--- src/rtl/temp_monitor_multi_pkg.sv ---
// Shared definitions for the multi-channel temperature monitor.
// Covers the channel state encoding, the BCD digit width and the width helpers.
package temp_monitor_multi_pkg;

    localparam int BCD_DIGIT_W = 4;

    typedef enum logic [1:0] {
        STATE_NORMAL     = 2'd0,
        STATE_BORDERLINE = 2'd1,
        STATE_ATTENTION  = 2'd2,
        STATE_EMERGENCY  = 2'd3
    } level_e;

    // Index width that never collapses to zero bits for a single channel.
    function automatic int clog2_min1(input int n);
        return (n <= 2) ? 1 : $clog2(n);
    endfunction

    function automatic int pow10(input int n);
        int r;
        r = 1;
        for (int k = 0; k < n; k++) r = r * 10;
        return r;
    endfunction

endpackage

--- src/rtl/temp_monitor_multi_bcd_to_bin.sv ---
// Combinational conversion from a BCD magnitude to unsigned binary.
// Uses a Horner chain in which each x10 step is a shifted-weight add.
module bcd_to_bin
    import temp_monitor_multi_pkg::*;
#(
    parameter int DIGITS = 3,
    parameter int MAG_W  = clog2_min1(pow10(DIGITS))
) (
    input  logic [BCD_DIGIT_W*DIGITS-1:0] bcd_i,
    output logic [MAG_W-1:0]              bin_o
);

    // NOTE: every always_comb output gets a default first, so no path can leave it unassigned and infer a latch.
    always_comb begin
        bin_o = '0;
        for (int d = DIGITS - 1; d >= 0; d--) begin
            bin_o = (bin_o << 3) + (bin_o << 1) + MAG_W'(bcd_i[BCD_DIGIT_W*d +: BCD_DIGIT_W]);
        end
    end

endmodule

--- src/rtl/temp_monitor_multi.sv ---
// Multi-channel temperature monitor. It classifies signed BCD samples per channel,
// applies hysteresis, detects rate and sign jumps, and holds sticky emergencies until acknowledged.
module temp_monitor_multi
    import temp_monitor_multi_pkg::*;
#(
    parameter int NUM_CH    = 4,
    parameter int DIGITS    = 3,
    parameter int T_BORDER  = 40,
    parameter int T_ATTN    = 47,
    parameter int T_EMERG   = 50,
    parameter int DELTA_MAX = 5,
    parameter int HYST      = 2,
    localparam int CH_W     = clog2_min1(NUM_CH)
) (
    input  logic                          clk,
    input  logic                          rst,
    input  logic                          sample_valid,
    input  logic [CH_W-1:0]               sample_ch,
    input  logic [BCD_DIGIT_W*DIGITS-1:0] sample_bcd,
    input  logic                          sample_sign,
    input  logic                          ack,
    input  logic [CH_W-1:0]               ack_ch,
    output logic [2*NUM_CH-1:0]           state,
    output logic                          alarm,
    output logic [CH_W-1:0]               alarm_ch,
    output logic                          err
);

    localparam int MAG_W = clog2_min1(pow10(DIGITS));
    localparam int V_W   = MAG_W + 1;

    // A non-zero offset lowers every threshold. This gives the level a channel may keep while stepping down.
    function automatic level_e classify(input int val, input int off);
        if (val >= T_EMERG - off)  return STATE_EMERGENCY;
        if (val >= T_ATTN - off)   return STATE_ATTENTION;
        if (val >= T_BORDER - off) return STATE_BORDERLINE;
        return STATE_NORMAL;
    endfunction

    logic [MAG_W-1:0]       mag;
    logic [2**CH_W-1:0]     ch_mask;
    logic                   digit_bad, ch_bad, sample_ok, sign_eff;
    logic signed [V_W-1:0]  v;
    int                     v_int;
    level_e                 lvl_now, lvl_hys;

    bcd_to_bin #(.DIGITS(DIGITS), .MAG_W(MAG_W)) u_bcd_to_bin (
        .bcd_i (sample_bcd),
        .bin_o (mag)
    );

    always_comb begin
        ch_mask = '0;
        for (int i = 0; i < NUM_CH; i++) ch_mask[i] = 1'b1;
        digit_bad = 1'b0;
        for (int d = 0; d < DIGITS; d++) begin
            if (sample_bcd[BCD_DIGIT_W*d +: BCD_DIGIT_W] > 4'd9) digit_bad = 1'b1;
        end
        ch_bad    = !ch_mask[sample_ch];
        sample_ok = sample_valid && !digit_bad && !ch_bad;
        // A reading of -0 counts as +0, so it never causes a sign change.
        sign_eff  = sample_sign && (mag != '0);
        v         = sign_eff ? -$signed({1'b0, mag}) : $signed({1'b0, mag});
        v_int     = int'(v);
        lvl_now   = classify(v_int, 0);
        lvl_hys   = classify(v_int, HYST);
    end

    logic [2*NUM_CH-1:0] state_d;

    for (genvar i = 0; i < NUM_CH; i++) begin : g_ch
        level_e                lvl_q, lvl_d;
        logic                  sticky_q, sticky_d;
        logic                  last_sign_q, last_sign_d;
        logic signed [V_W-1:0] last_v_q, last_v_d;
        logic [1:0]            cnt_q, cnt_d;
        logic                  hit, ack_clr, seen;
        int                    diff;

        always_comb begin
            hit         = sample_ok && (int'(sample_ch) == i);
            ack_clr     = ack && (int'(ack_ch) == i) && (lvl_q != STATE_EMERGENCY);
            seen        = (cnt_q != 2'd0);
            diff        = v_int - int'(last_v_q);
            lvl_d       = lvl_q;
            sticky_d    = sticky_q && !ack_clr;
            last_v_d    = last_v_q;
            last_sign_d = last_sign_q;
            cnt_d       = cnt_q;
            if (hit) begin
                // Upward moves are immediate. A downward move settles on the lowest level whose lowered threshold still holds.
                if (lvl_now >= lvl_q)     lvl_d = lvl_now;
                else if (lvl_hys < lvl_q) lvl_d = lvl_hys;
                if ((lvl_now == STATE_EMERGENCY) ||
                    (seen && ((diff > DELTA_MAX) || (diff < -DELTA_MAX) || (sign_eff != last_sign_q))))
                    sticky_d = 1'b1;
                last_v_d    = v;
                last_sign_d = sign_eff;
                if (cnt_q != 2'd2) cnt_d = cnt_q + 2'd1;
            end
        end

        // NOTE: sequential state uses non-blocking assignments, so every register samples pre-edge values.
        always_ff @(posedge clk or posedge rst) begin
            if (rst) begin
                lvl_q       <= STATE_NORMAL;
                sticky_q    <= 1'b0;
                last_v_q    <= '0;
                last_sign_q <= 1'b0;
                cnt_q       <= 2'd0;
            end else begin
                lvl_q       <= lvl_d;
                sticky_q    <= sticky_d;
                last_v_q    <= last_v_d;
                last_sign_q <= last_sign_d;
                cnt_q       <= cnt_d;
            end
        end

        assign state_d[2*i +: 2] = sticky_d ? STATE_EMERGENCY : lvl_d;
        assign state[2*i +: 2]   = sticky_q ? STATE_EMERGENCY : lvl_q;
    end

    logic            alarm_d, alarm_q, err_d, err_q;
    logic [CH_W-1:0] alarm_ch_d, alarm_ch_q;

    always_comb begin
        alarm_d    = 1'b0;
        alarm_ch_d = '0;
        for (int i = NUM_CH - 1; i >= 0; i--) begin
            if (state_d[2*i +: 2] == STATE_EMERGENCY) begin
                alarm_d    = 1'b1;
                alarm_ch_d = CH_W'(i);
            end
        end
        err_d = sample_valid && (digit_bad || ch_bad);
    end

    always_ff @(posedge clk or posedge rst) begin
        if (rst) begin
            alarm_q    <= 1'b0;
            alarm_ch_q <= '0;
            err_q      <= 1'b0;
        end else begin
            alarm_q    <= alarm_d;
            alarm_ch_q <= alarm_ch_d;
            err_q      <= err_d;
        end
    end

    assign alarm    = alarm_q;
    assign alarm_ch = alarm_ch_q;
    assign err      = err_q;

endmodule

--- config.mk ---
export PLATFORM = sky130hd
export DESIGN_NAME = temp_monitor_multi
export DESIGN_NICKNAME = d
export VERILOG_FILES = /design/src/rtl/temp_monitor_multi_pkg.sv /design/src/rtl/temp_monitor_multi_bcd_to_bin.sv /design/src/rtl/temp_monitor_multi.sv
export SDC_FILE = /design/constraint.sdc
export NUM_CORES = 1
export LEC_CHECK = 0
export ABC_CLOCK_PERIOD_IN_PS = 4400
export CORE_MARGIN = 4
export CORE_UTILIZATION = 45
export CTS_BUF_LIST = sky130_fd_sc_hd__clkbuf_16
export CTS_CLUSTER_SIZE = 30
export DETAILED_ROUTE_END_ITERATION = 8
export GPL_ROUTABILITY_DRIVEN = 0
export SETUP_SLACK_MARGIN = 0.02
export SYNTH_ARGS = -nofsm -noshare
export SYNTH_HDL_FRONTEND = slang
export SYNTH_SLANG_ARGS = --single-unit
export TNS_END_PERCENT = 5
--- constraint.sdc ---
create_clock -name clk -period 4.4 [get_ports clk]
set_clock_uncertainty 0.15 [all_clocks]
set_input_delay 1.1 -clock clk [delete_from_list [all_inputs] [get_ports clk]]
set_output_delay 1.1 -clock clk [all_outputs]
set_load 0.005 [all_outputs]
**Yosys cells after proc, flatten, opt, wreduce, memory -nomap -nowiden**

Index checks and enable logic that the tools add are counted.

- Flip-flop bits (word level): 72
- Input port bits: 21
- Output and inout bits: 12
- Word-level logic and storage cells: 205

- Add/sub/neg operators: 13
- Magnitude comparators: 26
- Equal/unequal tests: 23
- Muxes and demuxes: 66
- Reduce and logical (&&, ||, !) cells: 54

Operator list:

| kind | count |
|---|---|
| $mux W2 | 36 |
| $ge A11 B7 Y1 const B | 6 |
| $gt A12 B4 Y1 const B | 4 |
| $lt A12 B4 Y1 const B | 4 |
| $sub A11 B11 Y12 | 4 |
| $mux W1 | 28 |
| $logic_and A1 B1 Y1 | 24 |
| $eq A2 B2 Y1 const B | 9 |
| $ne A2 B2 Y1 const B | 8 |
| $logic_or A1 B1 Y1 | 13 |
| $gt A4 B4 Y1 const B | 3 |
| $mux W11 | 1 |
| $neg A10 Y11 | 1 |
| $add A10 B10 Y10 | 1 |
| $add A10 B4 Y10 | 1 |
| $reduce_bool A10 Y1 | 1 |
| $add A9 B4 Y9 | 1 |
| $add A2 B1 Y2 const B | 4 |
| $add A7 B5 Y8 | 1 |
| $ge A2 B2 Y1 | 4 |
| $lt A2 B2 Y1 | 4 |
| $reduce_and A2 Y1 | 4 |
| $reduce_bool A2 Y1 | 4 |
| $logic_not A1 Y1 | 6 |
| other kinds (5) | 10 |

**Depth between registers and ports, before layout**

Gate-level depths: netlist (run 1).

- Depth after elaboration: 25
- Gate-level depth with buffers: 31

**Modules after synthesis**

From an unflattened synthesis (run 1), not the netlist that was laid out.

- Cell total of the unflattened synthesis: 827
- Area, all modules: 6,921.6 µm²

By module, submodules not included:

| module | times used | cells an instance | area each (µm²) | sequential area each (µm²) |
|---|---|---|---|---|
| temp_monitor_multi | 1 | 746 | 6,226.0 | 1,801.7 |
| bcd_to_bin | 1 | 81 | 695.7 | 0.0 |

**Worst setup path before layout (run 1)**

Ideal clock, no wire load.

- Path kind: input-to-reg
- Start: input sample_bcd[8]
- End: register alarm_q, in the netlist alarm
- Library setup time: 132 ps
- Arrival: 8,345 ps
- Data required time: 4,118 ps
- Slack: -4,227 ps
- Stages on the path: 28
- Cell sequence: ha_1 -> fa_1 -> xnor2_1 -> a211oi_2 -> xnor3_1 -> ha_1 -> ha_1 -> o211ai_1 -> o21ai_1 -> xor3_1 -> o41ai_4 -> buf_6 -> clkbuf_1 -> nor2_1 -> a21oi_1 -> inv_1 -> ha_1 -> nor2b_1 -> o21a_1 -> o21a_1 -> or4_1 -> o311a_1 -> nor4_1 -> or4bb_1 -> a211o_1 -> a22o_1 -> nor3b_2 -> nand3b_1

- Longest elaborated chain between the ends: 24
- Elaborated cells on any way between the ends: 118
- Those cells by class: add/sub: 9; order compare: 23; eq/ne: 9; mux: 52; reduce/logical: 25

Ends and longest elaborated chain:

| item | line | source |
|---|---|---|
| start, declared | temp_monitor_multi.sv:19 | `input logic [BCD_DIGIT_W*DIGITS-1:0] sample_bcd,` |
| $add A7 B5 Y8 * | temp_monitor_multi_bcd_to_bin.sv:17 | `bin_o = (bin_o << 3) + (bin_o << 1) + MAG_W'(bcd_i[BCD_DIGIT_W*d +: BCD_DIGIT_W]);` |
| $add A9 B4 Y9 * | temp_monitor_multi_bcd_to_bin.sv:17 |  |
| $add A10 B10 Y10 * | temp_monitor_multi_bcd_to_bin.sv:17 |  |
| $add A10 B4 Y10 * | temp_monitor_multi_bcd_to_bin.sv:17 |  |
| $reduce_bool A10 Y1 * | temp_monitor_multi.sv:62 | `sign_eff = sample_sign && (mag != '0);` |
| $logic_and A1 B1 Y1 * | temp_monitor_multi.sv:62 |  |
| $mux W11 * | temp_monitor_multi.sv:63 | `v = sign_eff ? -$signed({1'b0, mag}) : $signed({1'b0, mag});` |
| named net v[1] | temp_monitor_multi.sv:43 | `logic signed [V_W-1:0] v;` |
| parallel branches: the longest is 8 deep, another holds $sub A11 B11 Y12 | -- |  |
| $logic_or A1 B1 Y1 * | temp_monitor_multi.sv:94 | `if ((lvl_now == STATE_EMERGENCY) \|\|` |
| $mux W1 * | temp_monitor_multi.sv:94 |  |
| $mux W1 * | temp_monitor_multi.sv:90 | `if (hit) begin` |
| named net g_ch[3].sticky_d | temp_monitor_multi.sv:73 | `logic sticky_q, sticky_d;` |
| $mux W2 * | temp_monitor_multi.sv:120 | `assign state_d[2*i +: 2] = sticky_d ? STATE_EMERGENCY : lvl_d;` |
| $eq A2 B2 Y1 * | temp_monitor_multi.sv:131 | `if (state_d[2*i +: 2] == STATE_EMERGENCY) begin` |
| $mux W1 * (4 in a row) | temp_monitor_multi.sv:131 |  |
| named net alarm_d | temp_monitor_multi.sv:124 | `logic alarm_d, alarm_q, err_d, err_q;` |
| end signal, assigned | temp_monitor_multi.sv:145 | `alarm_q <= alarm_d;` |
| end, declared | temp_monitor_multi.sv:124 |  |

Mark *: on every way through the listed nets, which the timed path passes. The select of a mux whose other input is x is not followed.
A chain may end at the register's enable or synchronous reset.

**Final worst setup path (run 1)**

- Start: input sample_bcd[10]
- End: register alarm_q, in the netlist alarm

- Longest elaborated chain between the ends: 24
- Elaborated cells on any way between the ends: 118
- Those cells by class: add/sub: 9; order compare: 23; eq/ne: 9; mux: 52; reduce/logical: 25

Ends and longest elaborated chain:

| item | line | source |
|---|---|---|
| $add A7 B5 Y8 * | temp_monitor_multi_bcd_to_bin.sv:17 |  |
| $add A9 B4 Y9 * | temp_monitor_multi_bcd_to_bin.sv:17 |  |
| $add A10 B10 Y10 * | temp_monitor_multi_bcd_to_bin.sv:17 |  |
| $add A10 B4 Y10 * | temp_monitor_multi_bcd_to_bin.sv:17 |  |
| parallel branches: the longest is 2 deep, another holds $neg A10 Y11 | -- |  |
| $mux W11 * | temp_monitor_multi.sv:63 |  |
| named net v[5] | temp_monitor_multi.sv:43 |  |
| $ge A11 B7 Y1 | temp_monitor_multi.sv:36 | `if (val >= T_BORDER - off) return STATE_BORDERLINE;` |
| [... 7 more ...] | -- |  |
| $mux W2 or $logic_or A1 B1 Y1 (tied branches) | temp_monitor_multi.sv:93, temp_monitor_multi.sv:94 |  |
| $mux W2 or $mux W1 (tied branches) | temp_monitor_multi.sv:92, temp_monitor_multi.sv:94 |  |
| $mux W2 or $mux W1 (tied branches) | temp_monitor_multi.sv:90 |  |
| $mux W2 | temp_monitor_multi.sv:120 |  |
| $eq A2 B2 Y1 | temp_monitor_multi.sv:131 |  |
| $mux W1 (3 in a row) | temp_monitor_multi.sv:131 |  |
| $mux W1 * | temp_monitor_multi.sv:131 |  |
| named net alarm_d | temp_monitor_multi.sv:124 |  |

Marks and branches as above.

==> impl_metrics.csv, run 1 <==
group,metric,value,unit
placement,dp_hpwl,17000,µm
layout,layout.cells.non_filler,1328,
sta,rsz0062_at_grt,"yes",
worst_setup_path,reg2reg_depth,13,
synth,yosys-top-cells-area,"dfrtp_1, ha_1, o21ai_0",
clocking,clk-insertion-delay-late,0.35,ns
synth,synth_edf_count,0,
worst_setup_path,end_kind,"register",
synth,netlist.area_leader.share,25.2,%
hold_path,worstHoldEndpoint,"g_ch[2].last_v_q[4]",
synth,ys_ff_latch,72,
synth,synth_flop_cell,"dfrtp_1",
floorplanning,core_area,15400,µm²
layout,nNetsFinal,1230,
placement,dp.cells,1298,
run_status,violations,"setup timing",
worst_setup_path,critPathMaxFanout,5,
routing,drt_wl_total,22200,µm
worst_setup_path,start_kind,"primary input",
global_route,grt_max_degree,42,
routing,drc,0,
placement,post-place-ws,-3.91,ns
sta,final.period_utilization,168,%
sta,fmax,136,MHz
clocking,ctsHtreeMaxLevel,3,
global_route,grt_pass1_vias,7610,
run_status,status,"finished with violations",
worst_setup_path,cp_slowest_cell,"fa_2",
hold_path,hold_class,"reg2reg",
layout,drive_above_1_share,30.1,%
sta,slew_headroom,52.0,%
synth,yosysTopAreaCell,"dfrtp_1",
routing,wire_per_inst,16.7,µm
sta,setup_viol,47,
clocking,clkTransAtPathRegs,0.06,ns
clocking,cts_max_path_buffers,2,
clocking,cts_root_buf,"clkbuf_16",
clocking,tritoncts,"done",
routing,drtIter0Drc,415,
synth,synth.distinct_cells,77,
floorplanning,fp.dieArea,17900,µm²
worst_setup_path,cp.required,4.48,ns
worst_setup_path,r2r_start,"g_ch[2].last_v_q[0]",
worst_setup_path,r2r_slack,0.78,ns
worst_setup_path,crit_arrival,7.45,ns
synth,synth_nets,997,
synth,synth_seq_area_share,25.2,%
sta,final_max_slew_viol_count,0,
worst_setup_path,path_class,"in2reg",
worst_setup_path,max_stage_delay,0.54,ns
global_route,grt_util_all_layers,24.9,%
layout,antennaDiodeCount,0,
sta,hold_viol_final,0,
sta,worst_slack,-2.97,ns
floorplanning,rows,45,
synth,async_reset_ff_share,100,%
synth,ys_warn_count,0,
synth,synth_area_per_cell,8.12,µm²
routing,detail-route-antenna-nets,0,
hold_path,holdPathStages,2,
global_route,grt_pass1_wl,36200,µm
sta,setup_tns,-45.85,ns
routing,via_count,7425,
floorplanning,start_util,46.4,%
floorplanning,die_h,134,µm
synth,syn-cell-area,7140,µm²
floorplanning,die_w,134,µm
floorplanning,pin_count,33,
global_route,grt-ovfl-total,0,
synth,synth_cells,879,
sta,worstMarginPinSlew,0.715,ns
run,drv_cap,0,
routing,first_pass_iters,7,
clocking,numClockSinks,72,
global_route,antenna_found_initial,0,
clocking,numCtsBuffers,9,
placement,portBuffers,32,
routing,vias_per_cell,5.59,
hold_path,hold_start,"g_ch[2].last_v_q[4]",
layout,syn_to_final_growth,42.5,%
worst_setup_path,crit-reg2reg-capture,"alarm",
sta,min_period,7.37,ns
cell usage after synthesis, types with 12 or more instances:
| library cell | number |
|---|---|
| o21a_1 | 18 |
| nand3_1 | 12 |
| xor2_1 | 14 |
| clkbuf_1 | 19 |
| inv_1 | 93 |
| dfrtp_1 | 72 |
| nand2b_1 | 16 |
| or2_2 | 12 |
| nor3_1 | 29 |
| nor2_1 | 63 |
| xnor2_1 | 27 |
| o21ai_0 | 84 |
| ha_1 | 89 |
| nor2b_1 | 14 |
| nand2_1 | 90 |
| a21oi_1 | 40 |
per-layer routing:
metal / part of all wire [%] / wire length (µm) / GRT usage, % / up-vias
li1: - / - / - / 3612
met1: 41 / 9200 / 29.9 / 3559
met2: 51 / 11400 / 45.1 / 203
met3: 4.3 / 949 / 3.86 / 51
met4: 2.9 / 638 / 9.14 / 0
met5: 0 / 0 / 0 / -
cells by family after synthesis:
kind of cell,share of synthesized area (%)
muxes,0.736
DFF,25.2
and+or+nand+nor,21.2
buffers and inverters,6.05
adders and majority gates,17.8
AOI/OAI and AO/OA,22.9
xor gates and xnor gates,5.99
layout make-up:
class / count / area, µm²
Clock inverter: 7 / 63.8
Fill cell: 1273 / 5200
Tap cell: 211 / 264
Clock buffer: 9 / 225
Timing Repair Buffer: 242 / 1960
Sequential cell: 72 / 1800
Multi-Input combinational cell: 694 / 5510
Inverter: 93 / 349
worst max-delay path by stage:
stage,from,end,slack (ns)
global route,sample_bcd[10],alarm,-3.23
CTS,sample_bcd[8],alarm,-3.02
global placement,sample_bcd[5],alarm,-3.65
floorplan,sample_bcd[5],alarm,-3.33
finish,sample_bcd[10],alarm,-2.97
detailed placement,sample_bcd[8],alarm,-3.91
state kept, by name, summed over array words and instances (netlist names):
| name | count |
|---|---|
| g_ch.last_sign_q | 4 |
| g_ch.lvl_q | 8 |
| alarm | 1 |
| err | 1 |
| g_ch.last_v_q | 44 |
| g_ch.sticky_q | 4 |
| g_ch.cnt_q | 8 |
| alarm_ch | 2 |
metrics by stage:
| stage | util, % | hold WS (ns) | area [µm²] |
|---|---|---|---|
| after floorplan | - | 0.300 | 7270 |
| after global placement | 60.2 | 0.314 | 9250 |
| after detailed placement | 60.2 | 0.321 | 9250 |
| after CTS | 64.5 | 0.334 | 9920 |
| after global routing | 66.2 | 0.364 | 10200 |
| final | 66.2 | 0.329 | 10200 |
worst max-delay path: cells and delay by family:
kind            cells  cell delay (ns)
compound gates     11             2.41
buf+inv             4             0.53
xor+xnor            1             0.32
simple gates        7             1.49
fa+ha+maj           5             1.57
what timing repair did:
action,CTS,global route
pin swaps,44,11
endpoints found under the setup margin,51,51
resized for setup,91,54
hold buffers,0,0
gates cloned,0,0
setup buffers,12,2
layout by cell type, fill, tap and decap left out, types with 18 or more instances in the layout:
cell type and count:
a21oi_1 31, nand2_1 88, o21ai_1 19, o21ai_0 70
clkdlybuf4s50_1 25, inv_1 88, nor2_1 61, dfrtp_1 72
ha_1 80, buf_4 194, o21a_1 18, xnor2_1 21
nor3_1 23
Power of run 1 is left out: the tool's default activity adds up to more than one toggle a clock period on the data nets, which glitch-free logic cannot reach.
==> run 2, diff against run 1 <==
--- a/config.mk
+++ b/config.mk
@@ -12,6 +12,7 @@
 export CTS_CLUSTER_SIZE = 30
 export DETAILED_ROUTE_END_ITERATION = 8
 export GPL_ROUTABILITY_DRIVEN = 0
+export PLACE_DENSITY = 0.58
 export SETUP_SLACK_MARGIN = 0.02
 export SYNTH_ARGS = -nofsm -noshare
 export SYNTH_HDL_FRONTEND = slang
==> run 2 against run 1 <==
  * The run still ends with setup timing left
  * Sequential share of layout area barely moved
  * Hold slack improved by 0.0022 ns
  * Worst setup slack got worse by 0.28 ns
  * Critical path depth did not move
  * Flip-flop and latch count did not move
  * Die area did not move
  * First-iteration DRC count fell by 8.9%
  * Non-clock buffer count rose by 7
  * Register-to-register slack got worse by 0.11 ns
  * Clock-buffer cell count did not move
  * Core utilization rose by 0.13 points
  * Largest cell class unchanged
  * Highest routed layer unchanged
==> impl_metrics.csv, run 2 (same netlist as run 1, synthesis figures left out) <==
group,metric,value,unit
run_status,status,"finished with violations",
run_status,violations,"setup timing",
worst_setup_path,crit-reg2reg-capture,"alarm_ch[1]",
floorplanning,core_area,15400,µm²
run,drv_cap,0,
sta,min_period,7.65,ns
floorplanning,start_util,46.4,%
sta,hold_slack,0.331,ns
sta,worstMarginPinSlew,0.508,ns
floorplanning,die_h,134,µm
worst_setup_path,crit_arrival,7.77,ns
layout,nNetsFinal,1237,
sta,fmax,131,MHz
clocking,cts_root_buf,"clkbuf_16",
worst_setup_path,start_kind,"primary input",
global_route,grt_pass1_vias,7730,
worst_setup_path,end_kind,"register",
floorplanning,rows,45,
layout,nFillCells,1287,
floorplanning,fp.dieArea,17900,µm²
floorplanning,pin_count,33,
worst_setup_path,path_class,"in2reg",
worst_setup_path,r2r_start,"g_ch[1].last_v_q[0]",
worst_setup_path,crit_path_end,"alarm_ch[1]",
global_route,grt_pass1_wl,36300,µm
layout,multiInputGateArea,5440,µm²
worst_setup_path,reg2reg_depth,13,
layout,syn_to_final_growth,42.8,%
routing,wire_per_inst,16.6,µm
sta,worst_slack,-3.25,ns
global_route,grt-ovfl-total,0,
worst_setup_path,critPathMaxFanout,5,
routing,first_pass_iters,5,
clocking,numCtsBuffers,9,
clocking,cts_max_path_buffers,2,
worst_setup_path,r2r_slack,0.67,ns
layout,largest_register,"g_ch.last_v_q",
global_route,grt_util_all_layers,24.8,%
placement,portBuffers,32,
clocking,ctsHtreeMaxLevel,3,
routing,drc,0,
sta,final_max_slew_viol_count,0,
clocking,holdBufCountCts,0,
layout,most-common-layout-cells,"buf_4, inv_1, nand2_1",
layout,seq_area,1800,µm²
sta,slew_headroom,65.7,%
sta,hold_viol_final,0,
layout,final_common_cell,"buf_4",
clocking,tritoncts,"done",
global_route,grt_max_degree,73,
clocking,clkTransAtPathRegs,0.06,ns
layout,largest_register_ffs,44,
hold_path,hold_class,"reg2reg",
worst_setup_path,cp.required,4.51,ns
routing,detail-route-antenna-nets,0,
sta,final.period_utilization,174,%
clocking,numClockSinks,72,
clocking,clk-insertion-delay-late,0.35,ns
worst_setup_path,crit_start,"sample_bcd[6]",
sta,setup_viol,46,
routing,drtIter0Drc,378,
floorplanning,die_w,134,µm
routing,vias_per_cell,5.57,
routing,drt_wl_total,22200,µm
routing,via_count,7437,
global_route,antenna_found_initial,0,
layout,drive_above_1_share,30.4,%
layout,reg_top3,"g_ch.last_v_q (44), g_ch.cnt_q (8), g_ch.lvl_q (8)",
layout,antennaDiodeCount,0,
placement,dp_hpwl,16800,µm
sta,rsz0062_at_grt,"yes",
-- run 2: repair_timing --
item | CTS | global route
setup endpoints to repair | 51 | 51
gates resized for setup | 78 | 64
hold endpoints to repair | 0 | 0
setup buffers | 14 | 5
pin swaps | 47 | 42
gates cloned | 0 | 0
-- run 2: metrics by stage --
step | setup TNS (ns) | cell area (µm²) | worst slack (ns) | utilization [%] | instances
4_1_cts | -48.67 | 9900 | -3.22 | 64.4 | 1330
3_5_place_dp | -91.57 | 9290 | -3.88 | 60.4 | 1300
6_report | -48.62 | 10200 | -3.25 | 66.3 | 1335
3_3_place_gp | -88.51 | 9290 | -3.86 | 60.4 | 1300
5_1_grt | -57.65 | 10200 | -3.48 | 66.3 | 1335
2_1_floorplan | -52.76 | 7270 | -3.33 | - | 879
-- run 2: worst min path at each step --
| stage | from | depth (start not counted) | slack [ns] | to |
|---|---|---|---|---|
| CTS | g_ch[0].last_v_q[4] | 2 | 0.33 | g_ch[0].last_v_q[4] |
| finish | g_ch[0].last_v_q[4] | 2 | 0.33 | g_ch[0].last_v_q[4] |
| floorplan | g_ch[0].last_v_q[10] | 2 | 0.30 | g_ch[0].last_v_q[10] |
| detailed placement | g_ch[0].last_v_q[4] | 2 | 0.32 | g_ch[0].last_v_q[4] |
| global placement | g_ch[2].last_v_q[4] | 2 | 0.32 | g_ch[2].last_v_q[4] |
| global route | g_ch[0].last_v_q[10] | 2 | 0.36 | g_ch[0].last_v_q[10] |
-- run 2: cell type report --
class | count | area share [%]
multi-input combinational | 694 | 53.4
timing repair buffer | 249 | 20.1
sequential | 72 | 17.7
inverter | 93 | 3.43
tap | 211 | 2.59
clock buffer | 9 | 2.21
clock inverter | 7 | 0.626
-- run 2: layer usage --
metal | global-route usage, % | vias up | share of wire (%)
li1 | - | 3630 | -
met1 | 30.8 | 3559 | 43
met2 | 43.9 | 187 | 50
met3 | 3.19 | 61 | 3.9
met4 | 9.54 | 0 | 3.2
met5 | 0 | - | 0
-- run 2: worst max-delay path, cell delays in order --
cell           delay, ns
dlygate4sd2_1       0.27
fa_2                0.59
inv_1               0.05
fa_1                0.52
inv_1               0.05
ha_1                0.28
a211o_1             0.31
a31oi_4             0.19
o21ai_2             0.09
xor3_2              0.43
o41ai_4             0.35
buf_6               0.18
nor2_4              0.04
a21oi_4             0.14
inv_2               0.07
buf_12              0.13
ha_1                0.28
nor2b_4             0.13
o21a_1              0.18
o21a_1              0.21
o211ai_1            0.25
a21oi_2             0.13
a2111oi_2           0.43
a21oi_1             0.12
or4_1               0.51
a21o_1              0.22
a211oi_2            0.27
nor3b_2             0.23
Power of run 2 is left out for the same reason.
==> run 3, diff against run 2 <==
--- a/config.mk
+++ b/config.mk
@@ -7,12 +7,12 @@
 export LEC_CHECK = 0
 export ABC_CLOCK_PERIOD_IN_PS = 4400
 export CORE_MARGIN = 4
-export CORE_UTILIZATION = 45
+export CORE_UTILIZATION = 46
 export CTS_BUF_LIST = sky130_fd_sc_hd__clkbuf_16
 export CTS_CLUSTER_SIZE = 30
 export DETAILED_ROUTE_END_ITERATION = 8
 export GPL_ROUTABILITY_DRIVEN = 0
-export PLACE_DENSITY = 0.58
+export PLACE_DENSITY = 0.59
 export SETUP_SLACK_MARGIN = 0.02
 export SYNTH_ARGS = -nofsm -noshare
 export SYNTH_HDL_FRONTEND = slang
==> run 3 against run 2 <==
  * The run still ends with setup timing left
  * Register-to-register slack about the same
  * Hold slack better by 0.0024 ns
  * Non-clock buffer count up 16
  * Final cell count down 0.60%
  * Flip-flop and latch count unchanged
  * Fmax up 3.6%
  * Global-route usage up 0.50 points
  * First-iteration DRC count up 12%
  * Worst setup slack better by 0.27 ns
  * Routed wire length up 0.93%
==> impl_metrics.csv, run 3 (same netlist as run 1, synthesis figures left out) <==
group,metric,value,unit
run_status,status,"finished with violations",
run_status,violations,"setup timing",
floorplanning,fp.dieArea,17600,µm²
worst_setup_path,r2r_slack,0.67,ns
sta,final_max_slew_viol_count,0,
layout,largest_register,"g_ch.last_v_q",
worst_setup_path,cp.required,4.46,ns
layout,nNetsFinal,1253,
global_route,grt_util_all_layers,25.3,%
routing,wire_per_inst,16.9,µm
clocking,tritoncts,"done",
layout,antennaDiodeCount,0,
layout,reg_top3,"g_ch.last_v_q (44), g_ch.cnt_q (8), g_ch.lvl_q (8)",
clocking,clk-insertion-delay-late,0.34,ns
layout,utilization,68.8,%
hold_path,hold_class,"reg2reg",
floorplanning,core_area,15200,µm²
worst_setup_path,end_kind,"register",
global_route,grt-ovfl-total,0,
routing,detail-route-antenna-nets,0,
sta,final.period_utilization,168,%
routing,drc,0,
placement,post-place-ws,-3.91,ns
routing,vias_per_cell,5.62,
floorplanning,start_util,47.0,%
layout,most-common-layout-cells,"buf_4, nand2_1, inv_1",
routing,drtIter0Drc,422,
floorplanning,die_h,133,µm
routing,first_pass_iters,8,
global_route,grt_pass1_vias,7682,
floorplanning,pin_count,33,
layout,final_common_cell,"buf_4",
sta,worstMarginPinSlew,1.08,ns
global_route,grt_max_degree,39,
worst_setup_path,crit_arrival,7.45,ns
clocking,clkTransAtPathRegs,0.06,ns
sta,rsz0062_at_grt,"yes",
clocking,holdBufCountCts,0,
worst_setup_path,max_stage_delay,0.56,ns
layout,syn_to_final_growth,46.6,%
clocking,cts_max_path_buffers,2,
clocking,numClockSinks,72,
sta,worst_slack,-2.99,ns
sta,min_period,7.39,ns
worst_setup_path,critPathBufInv,6,
worst_setup_path,critPathMaxFanout,6,
floorplanning,die_w,133,µm
sta,setup_viol,47,
sta,fmax,135,MHz
global_route,antenna_found_initial,1,
sta,hold_viol_final,0,
sta,slew_headroom,27.3,%
floorplanning,rows,45,
layout,largest_register_ffs,44,
run,drv_cap,0,
worst_setup_path,path_delay_family,"compound AO/OA/AOI/OAI gates",
clocking,numCtsBuffers,9,
placement,dp_hpwl,17100,µm
clocking,cts_root_buf,"clkbuf_16",
routing,via_count,7464,
worst_setup_path,cp_slowest_cell,"fa_2",
worst_setup_path,start_kind,"primary input",
global_route,grt_pass1_wl,36400,µm
routing,drt_wl_total,22400,µm
worst_setup_path,path_class,"in2reg",
placement,portBuffers,32,
clocking,ctsHtreeMaxLevel,3,
layout,drive_above_1_share,33.3,%
==> run 3: worst min-delay path: cells and delay by family (launching register included) <==
kind / cells / cell delay (ns)
AO/OA/AOI/OAI: 1 / 0.06
flip-flops: 1 / 0.34
AND/OR/NAND/NOR: 1 / 0.05
==> run 3: path summary, 6_finish.rpt <==
kind,startpoint,end,cells past startpoint
max,sample_bcd[8],alarm,29
min,g_ch[2].last_v_q[2],g_ch[2].last_v_q[2],2
max reg2reg,g_ch[2].last_v_q[0],alarm,13
min reg2reg,g_ch[2].last_v_q[2],g_ch[2].last_v_q[2],2
max in group asynchronous,rst,alarm,3
min in group asynchronous,rst,g_ch[2].lvl_q[1],2
==> run 3: timing repair <==
item | CTS | global route
resized for setup | 99 | 78
pin swaps | 54 | 33
endpoints found under the setup margin | 51 | 51
setup buffers | 16 | 5
==> run 3: through the flow <==
step | area (µm²) | cells | setup TNS (ns) | hold WS (ns)
final | 10500 | 1327 | -46.58 | 0.334
after global routing | 10500 | 1327 | -55.82 | 0.349
after CTS | 10100 | 1322 | -47.54 | 0.335
after detailed placement | 9370 | 1291 | -91.17 | 0.321
after global placement | 9370 | 1291 | -86.10 | 0.314
after floorplan | 7270 | 879 | -52.76 | 0.300
==> run 3: area by class of cell <==
| class | count | area, µm² |
|---|---|---|
| timing repair buffer | 265 | 2160 |
| clock buffer | 9 | 225 |
| multi-input combinational | 694 | 5600 |
| fill | 1225 | 4740 |
| sequential | 72 | 1800 |
| inverter | 93 | 357 |
| clock inverter | 6 | 85.1 |
| tap | 188 | 235 |
==> run 3: per-layer routing <==
| layer | routed length [µm] | track usage, % |
|---|---|---|
| met5 | 11 | 0 |
| met4 | 852 | 11.1 |
| met3 | 921 | 3.92 |
| met2 | 10900 | 44.3 |
| met1 | 9660 | 30.8 |
Power of run 3 is left out for the same reason.
